File: src/rtl/countdown_timer.sv
// -----------------------------------------------------------------------------
// countdown_timer
//   Loadable down-counter with a start/ready handshake, a one-cycle done pulse
//   on completion, and optional auto-reload for periodic operation.
//
//   Parameters
//     WIDTH  counter / load-value width in bits
//     P      decrement per enabled tick (1 <= P < 2**WIDTH)
//
//   Ports
//     clk       in   clock, all state changes on posedge
//     reset     in   synchronous, active-high
//     start     in   load request, accepted only while ready=1
//     load_val  in   start count, sampled on accept
//     reload    in   auto-reload mode, sampled on accept
//     tick_en   in   count enable while running
//     abort     in   cancel a running count (no done pulse)
//     ready     out  high while idle
//     busy      out  high while running
//     value     out  current count (registered)
//     done      out  registered one-cycle completion pulse
// -----------------------------------------------------------------------------
module countdown_timer #(
   parameter int WIDTH = 24,
   parameter int P     = 1
) (
   input  logic             clk,
   input  logic             reset,
   input  logic             start,
   input  logic [WIDTH-1:0] load_val,
   input  logic             reload,
   input  logic             tick_en,
   input  logic             abort,
   output logic             ready,
   output logic             busy,
   output logic [WIDTH-1:0] value,
   output logic             done
);

   typedef enum logic {
      IDLE = 1'b0,
      RUN  = 1'b1
   } state_t;

   // Step as an unsigned WIDTH-bit constant for both compare and subtract.
   localparam logic [WIDTH-1:0] STEP = WIDTH'(P);

   state_t           state_q, state_d;
   logic [WIDTH-1:0] value_q, value_d;
   logic [WIDTH-1:0] reload_val_q, reload_val_d;
   logic             auto_q, auto_d;
   logic             done_q, done_d;
   logic             ready_q, ready_d;
   logic             busy_q, busy_d;

   always_ff @(posedge clk) begin
      if (reset) begin
         state_q      <= IDLE;
         value_q      <= '0;
         reload_val_q <= '0;
         auto_q       <= 1'b0;
         done_q       <= 1'b0;
         ready_q      <= 1'b1;
         busy_q       <= 1'b0;
      end else begin
         state_q      <= state_d;
         value_q      <= value_d;
         reload_val_q <= reload_val_d;
         auto_q       <= auto_d;
         done_q       <= done_d;
         ready_q      <= ready_d;
         busy_q       <= busy_d;
      end
   end

   always_comb begin
      state_d      = state_q;
      value_d      = value_q;
      reload_val_d = reload_val_q;
      auto_d       = auto_q;
      done_d       = 1'b0;

      case (state_q)
         IDLE: begin
            if (start) begin
               value_d      = load_val;
               reload_val_d = load_val;
               auto_d       = reload;
               // A zero start count completes immediately without running.
               if (load_val == '0) begin
                  done_d = 1'b1;
               end else begin
                  state_d = RUN;
               end
            end
         end
         RUN: begin
            if (abort) begin
               state_d = IDLE;
               value_d = '0;
            end else if (tick_en) begin
               if (value_q > STEP) begin
                  value_d = value_q - STEP;
               end else begin
                  // Terminal tick: clamp instead of wrapping; remainder dropped.
                  done_d = 1'b1;
                  if (auto_q) begin
                     value_d = reload_val_q;
                  end else begin
                     value_d = '0;
                     state_d = IDLE;
                  end
               end
            end
         end
         default: begin
            state_d = IDLE;
            value_d = '0;
         end
      endcase

      // Status flags are registered copies of the next state.
      ready_d = (state_d == IDLE);
      busy_d  = (state_d == RUN);
   end

   assign ready = ready_q;
   assign busy  = busy_q;
   assign value = value_q;
   assign done  = done_q;

endmodule
File: config.mk
export PLATFORM = sky130hd
export DESIGN_NAME = countdown_timer
export DESIGN_NICKNAME = d
export VERILOG_FILES = /design/src/rtl/countdown_timer.sv
export SDC_FILE = /design/constraint.sdc
export NUM_CORES = 1
export LEC_CHECK = 0
export ABC_AREA = 1
export ABC_CLOCK_PERIOD_IN_PS = 3400
export BUFFER_PORTS_ARGS = -buffer_cell sky130_fd_sc_hd__buf_2
export CAP_MARGIN = 5
export CORE_MARGIN = 2
export CORE_UTILIZATION = 63
export CTS_BUF_LIST = sky130_fd_sc_hd__clkbuf_8
export DETAILED_ROUTE_END_ITERATION = 16
export GPL_TIMING_DRIVEN = 0
export PLACE_DENSITY = 0.93
export SKIP_CTS_REPAIR_TIMING = 1
export SYNTH_ARGS = -nofsm -noshare
export SYNTH_HDL_FRONTEND = slang
export SYNTH_SLANG_ARGS = --single-unit
File: constraint.sdc
create_clock -name clk -period 3.4 [get_ports clk]
set_clock_uncertainty 0.1 [all_clocks]
set_input_delay 0.34 -clock clk [delete_from_list [all_inputs] [get_ports clk]]
set_output_delay 0.34 -clock clk [all_outputs]
set_load 0.05 [all_outputs]
==> results of run 1 <==
critical path, delay by kind of cell (launching register included):
family | cells | cell delay (ns)
fa+ha+maj | 1 | 0.28
compound gates | 1 | 0.07
buf+inv | 2 | 0.39
flops | 1 | 0.37
simple gates | 6 | 0.87
worst min-delay path by stage:
stage	from	to	slack (ns)	cells after the start
2_1_floorplan	reload_val_q[0]	reload_val_q[0]	0.35	2
3_3_place_gp	reload_val_q[8]	reload_val_q[8]	0.36	2
3_5_place_dp	reload_val_q[9]	reload_val_q[9]	0.37	2
4_1_cts	load_val[22]	reload_val_q[22]	0.21	3
5_1_grt	load_val[19]	reload_val_q[19]	0.24	3
6_report	load_val[22]	reload_val_q[22]	0.22	3
layer usage:
layer	routed length (µm)	track usage (%)	share of wire [%]	vias to the layer above
met5	0	0	0	-
met4	306	14.5	3.0	0
met3	1080	5.09	10	30
met2	4580	57.1	44	239
met1	4350	49.2	42	1756
li1	-	-	-	1903
sequential cells by signal, indices dropped and copies added, names as in the netlist:
signal        flops
done              1
value            24
busy              1
ready             1
reload_val_q     24
auto_q            1
cell type report:
cell class                 instances  area, µm²
buffer                            26        118
clock buffer                       5       68.8
clock inverter                     2       8.76
fill                             474       1350
inverter                          52        195
multi-input combinational        414       1930
sequential                        52       1040
tap                               70       87.6
timing repair buffer              55        275
report_power, final:
group	internal [mW]	switching [mW]	total [mW]
logic	0.170	0.453	0.622
clock network	0.137	0.188	0.325
registers	0.664	0.0653	0.730
cells by family after synthesis:
kind of cell             after synthesis
AO/OA/AOI/OAI                        104
AND/OR/NAND/NOR                      304
flip-flops                            52
adder cells (fa/ha/maj)                2
buffers and inverters                 78
XOR/XNOR                               4
through the flow:
stage / hold WS (ns) / util, % / area, µm²
after global placement: 0.364 / 71.8 / 3650
after floorplan: 0.355 / - / 3280
after CTS: 0.215 / 73.4 / 3720
after global routing: 0.239 / 73.4 / 3720
final: 0.218 / 73.4 / 3720
after detailed placement: 0.374 / 71.8 / 3650
cell usage after synthesis (3+ instances only):
cell	n
a21oi_1	31
clkbuf_1	18
xor2_1	4
nor2_2	3
inv_1	52
a211oi_1	6
dfxtp_1	52
nor2_4	5
nand3_1	62
nand2_1	114
buf_2	4
nor2_1	98
o21ai_0	66
nand4_1	17
==> run_results.csv, run 1 <==
group,metric,value,unit
sta,setup_slack,1.20,ns
clock_tree,clockRootBuffer,"clkbuf_8",
sta,tightest_slew,0.508,ns
logic_synthesis,synth_top_area_share,31.7,%
floorplanning,initial_core_util,64.7,%
power_and_ir_drop,power-per-cell-area,450,nW/µm²
layout,antenna_cells,0,
layout,layout-drive-gt1-share,13.2,%
job,max-cap-violations,0,
logic_synthesis,synth_edf_count,0,
power_and_ir_drop,ir_worst_vdd,0.340,mV
logic_synthesis,synthDistinctLibCells,23,
detailed_routing,viasPerCell,5.81,
global_routing,grt_pass1_wl,16.8,mm
floorplanning,rows,26,
floorplanning,die_w,76.2,µm
worst_setup_path,endpoint_kind,"flip-flop",
power_and_ir_drop,p_leak,1.72,nW
sta,fmaxAchievable,455,MHz
detailed_routing,wl_per_cell,15.3,µm
worst_setup_path,worstSetupStartpoint,"value[0]",
floorplanning,core_area,5070,µm²
layout,areaGrowthSynthToFinish,13.4,%
detailed_routing,drtAntennaViolNets,0,
floorplanning,die_h,76.2,µm
worst_setup_path,crit_arrival,2.28,ns
logic_synthesis,syn-mean-instance-area,6.04,µm²
logic_synthesis,synth_nets,576,
clock_tree,clk_path_buf_depth,2,
logic_synthesis,synthTopCellsByArea,"dfxtp_1 32%, nand2_1 13%, nor2_1 11%",
logic_synthesis,synth_ff_type,"dfxtp_1",
logic_synthesis,synth-compound-area-share,16.3,%
logic_synthesis,ys_seq_elements,52,
global_routing,overflow,0,
place,gp_congestion,0.964,
logic_synthesis,synth_xor_area_share,1.07,%
outcome,status,"complete, no violations",
layout,fin_cells,676,
logic_synthesis,synth_top_family_by_area,"simple AND/OR/NAND/NOR gates",
sta,slew_violations,0,
logic_synthesis,synth_mux_area_share,0,%
logic_synthesis,synth_warnings,0,
worst_setup_path,crit_slowest_cell,"dfxtp_1",
worst_setup_path,reg2reg_slack,1.20,ns
detailed_routing,drtIter0Drc,460,
min_path,hold_path_class,"input pin to flip-flop",
logic_synthesis,synth_fa_ha_area_share,0.762,%
place,dp_slack,1.29,ns
detailed_routing,post-route-drc-count,0,
logic_synthesis,synth_cells,544,
floorplanning,pin_count,57,
logic_synthesis,yosys.area.top_type,"dfxtp_1",
detailed_routing,wl,10.3,mm
worst_setup_path,reg2reg_depth,10,
worst_setup_path,crit_path_end,"value[6]",
worst_setup_path,crit_type,"flip-flop to flip-flop",
worst_setup_path,cp_slowest_stage_delay,0.37,ns
detailed_routing,dr.pass1.iters,5,
place,dpl.cell_count,669,
layout,layout_common_cells,"114 x nand2_1, 98 x nor2_1, 66 x o21ai_0",
worst_setup_path,cp.required,3.48,ns
worst_setup_path,cp_max_fo,10,
sta,rsz0062_at_grt,"no",
global_routing,grt_start_max_net_pins,15,
sta,period_minus_slack,2.20,ns
worst_setup_path,rr_startpoint,"value[0]",
power_and_ir_drop,total_power,1.68,mW
worst_setup_path,critical_path.cell_chain,"inv_1, ha_1, nor2_1, nor2_1, nand2_1, nor2_2, buf_2, nand3_1, nand3_1, a21oi_1",
layout,nets,638,
sta,fin_crit_sh,64.7,%
clock_tree,clkSlewWorstSetupHoldPaths,0.09,ns
logic_synthesis,synthSimpleGateAreaFrac,40.6,%
floorplanning,dieArea,5800,µm²
clock_tree,clkSinkCount,52,
sta,slew-limit-headroom,66.1,%
detailed_routing,vias,3928,
worst_setup_path,worstReg2RegEnd,"value[6]",
logic_synthesis,seq_area_frac_synth,31.7,%
clock_tree,cts_max_level,2,
clock_tree,clk_latency,0.30,ns
global_routing,track_usage,35.9,%
sta,finalSetupTns,0,ns
global_routing,grt_pass1_vias,3564,
worst_setup_path,start_kind,"flip-flop",
sta,setup_viol,0,
place,dpl.hpwl,7.93,mm
logic_synthesis,ys_async_sr_fraction,0,%
global_routing,antenna_found_initial,0,
clock_tree,cts_inserted_buffers,5,
sta,final-hold-violation-count,0,
clock_tree,cts_tree,"done",
logic_synthesis,netlist_area,3280,µm²
layout,final_common_cell,"nand2_1",
place,io_buffers,55,
Power figures use the tool's default switching activity.
==> run 2: changes to the inputs <==
--- a/config.mk
+++ b/config.mk
@@ -6,15 +6,15 @@
 export NUM_CORES = 1
 export LEC_CHECK = 0
 export ABC_AREA = 1
-export ABC_CLOCK_PERIOD_IN_PS = 3400
+export ABC_CLOCK_PERIOD_IN_PS = 2000
 export BUFFER_PORTS_ARGS = -buffer_cell sky130_fd_sc_hd__buf_2
 export CAP_MARGIN = 5
 export CORE_MARGIN = 2
-export CORE_UTILIZATION = 63
+export CORE_UTILIZATION = 53
 export CTS_BUF_LIST = sky130_fd_sc_hd__clkbuf_8
 export DETAILED_ROUTE_END_ITERATION = 16
 export GPL_TIMING_DRIVEN = 0
-export PLACE_DENSITY = 0.93
+export PLACE_DENSITY = 0.84
 export SKIP_CTS_REPAIR_TIMING = 1
 export SYNTH_ARGS = -nofsm -noshare
 export SYNTH_HDL_FRONTEND = slang
==> constraint.sdc (replaced) <==
create_clock -name clk -period 2 [get_ports clk]
set_clock_uncertainty 0.1 [all_clocks]
set_input_delay 0.2 -clock clk [delete_from_list [all_inputs] [get_ports clk]]
set_output_delay 0.2 -clock clk [all_outputs]
set_load 0.05 [all_outputs]
==> run 2 against run 1 <==
- combinational power up 72%
- non-clock buffer count up 1
- first-iteration DRC count down 21%
- die area up 18%
- sequential power up 70%
- final area up 1.1%
- worst setup slack worse by 1.1 ns
- via count down 2.1%
- count of clock-buffer cells in the layout up 1
- sequential share of layout area down 0.28 points
- power up 75%
- routed wire length down 1.3%
- critical endpoint is now value[1]
==> run_results.csv, run 2 (synthesis gave the netlist of run 1 again) <==
group,metric,value,unit
sta,period_minus_slack,1.88,ns
worst_setup_path,cp_slowest_stage_delay,0.35,ns
global_routing,grt_pass1_vias,3233,
detailed_routing,post-route-drc-count,0,
worst_setup_path,cp_max_fo,10,
worst_setup_path,endpoint_kind,"flip-flop",
detailed_routing,viasPerCell,5.63,
floorplanning,die_h,82.7,µm
floorplanning,core_area,5960,µm²
clock_tree,cts_max_level,2,
clock_tree,clkSinkCount,52,
floorplanning,initial_core_util,55.1,%
job,max-cap-violations,0,
clock_tree,clk_path_buf_depth,2,
detailed_routing,wl,10.2,mm
floorplanning,pin_count,57,
place,io_buffers,55,
clock_tree,clkSlewWorstSetupHoldPaths,0.10,ns
worst_setup_path,crit_slowest_cell,"dfxtp_2",
sta,final-hold-violation-count,0,
power_and_ir_drop,p_leak,1.73,nW
global_routing,track_usage,31.1,%
clock_tree,cts_inserted_buffers,5,
layout,final_common_cell,"nand2_1",
global_routing,grt_pass1_wl,16.0,mm
clock_tree,cts_tree,"done",
power_and_ir_drop,ir_worst_vdd,0.628,mV
global_routing,antenna_found_initial,0,
worst_setup_path,critPathBufInv,2,
outcome,status,"complete, no violations",
worst_setup_path,cp.required,2.10,ns
detailed_routing,drtIter0Drc,363,
worst_setup_path,crit_type,"flip-flop to flip-flop",
sta,slew_violations,0,
sta,finalSetupTns,0,ns
place,gp_congestion,0.923,
global_routing,overflow,0,
sta,fmaxAchievable,531,MHz
detailed_routing,dr.pass1.iters,5,
sta,slew-limit-headroom,63.5,%
global_routing,grt_start_max_net_pins,16,
layout,layout_common_cells,"114 x nand2_1, 97 x nor2_1, 66 x o21ai_0",
detailed_routing,wl_per_cell,14.9,µm
sta,rsz0062_at_grt,"no",
layout,fin_cells,683,
floorplanning,rows,28,
worst_setup_path,crit_family,"simple AND/OR/NAND/NOR gates",
layout,layout-drive-gt1-share,14.1,%
clock_tree,clockRootBuffer,"clkbuf_8",
layout,nets,639,
layout,antenna_cells,0,
layout,areaGrowthSynthToFinish,14.7,%
place,dpl.cell_count,674,
detailed_routing,drtAntennaViolNets,0,
clock_tree,clk_latency,0.31,ns
floorplanning,dieArea,6840,µm²
detailed_routing,vias,3847,
min_path,hold_path_class,"input pin to flip-flop",
worst_setup_path,start_kind,"flip-flop",
sta,fin_crit_sh,94.2,%
place,dpl.hpwl,7.87,mm
power_and_ir_drop,total_power,2.93,mW
sta,setup_viol,0,
floorplanning,die_w,82.7,µm
power_and_ir_drop,power-per-cell-area,779,nW/µm²
sta,tightest_slew,0.547,ns
worst_setup_path,crit_arrival,1.98,ns
worst_setup_path,critical_path.cell_chain,"inv_1, ha_2, nor2_1, nor2_1, nand2_1, nor2_4, clkbuf_4, nand3_1, nand3_1, a21oi_1",
==> run 2: changes by cell type in the layout (fill, tap and decap cells not counted) <==
cell	delta
dfxtp_1	-1
ha_2	+1
clkbuf_4	+1
clkbuf_8	+1
buf_4	+1
nor2_1	-1
nor2_4	+1
dfxtp_2	+1
inv_1	-1
clkinv_2	+1
buf_2	-1
ha_1	-1
==> run 2: worst paths after layout <==
kind / from / end / slack (ns) / depth (start not counted)
worst max register to register: value[0] / value[1] / 0.12 / 10
worst max-delay path: value[0] / value[1] / 0.12 / 10
worst min-delay path: load_val[8] / reload_val_q[8] / 0.08 / 3
worst min register to register: reload_val_q[6] / reload_val_q[6] / 0.39 / 2
==> run 2: layout make-up <==
type	instances	area, µm²
fill	581	2190
tap	75	93.8
sequential	52	1040
clock inverter	2	10.0
multi-input combinational	414	1940
buffer	26	120
clock buffer	6	82.6
timing repair buffer	56	283
inverter	52	195
==> run 2: worst min-delay path, stage by stage <==
cell,delay (ns)
buf_2,0.10
o21ai_0,0.08
nor2_1,0.07
==> run 2: metal layers <==
metal  vias to the layer above  track usage [%]  wire [µm]
met5                         -                0          0
met4                         0             7.70        142
met3                        11             4.67        841
met2                       187             49.3       4510
met1                      1743             44.4       4680
li1                       1906                -          -
==> run 2: stage by stage <==
stage / setup WS, ns / area, µm² / hold slack, ns / utilization [%]
after floorplan: 0.0444 / 3280 / 0.258 / -
after CTS: 0.0272 / 3750 / 0.0733 / 62.9
after global placement: 0.0918 / 3650 / 0.363 / 61.3
final: 0.117 / 3770 / 0.0750 / 63.2
after detailed placement: 0.0534 / 3650 / 0.373 / 61.3
after global routing: 0.00129 / 3770 / 0.0944 / 63.2
==> run 2: power by group <==
group	switching, mW	internal [mW]	total [mW]
combinational	0.769	0.297	1.07
clock	0.351	0.277	0.629
sequential	0.108	1.13	1.24
total	1.23	1.70	2.93
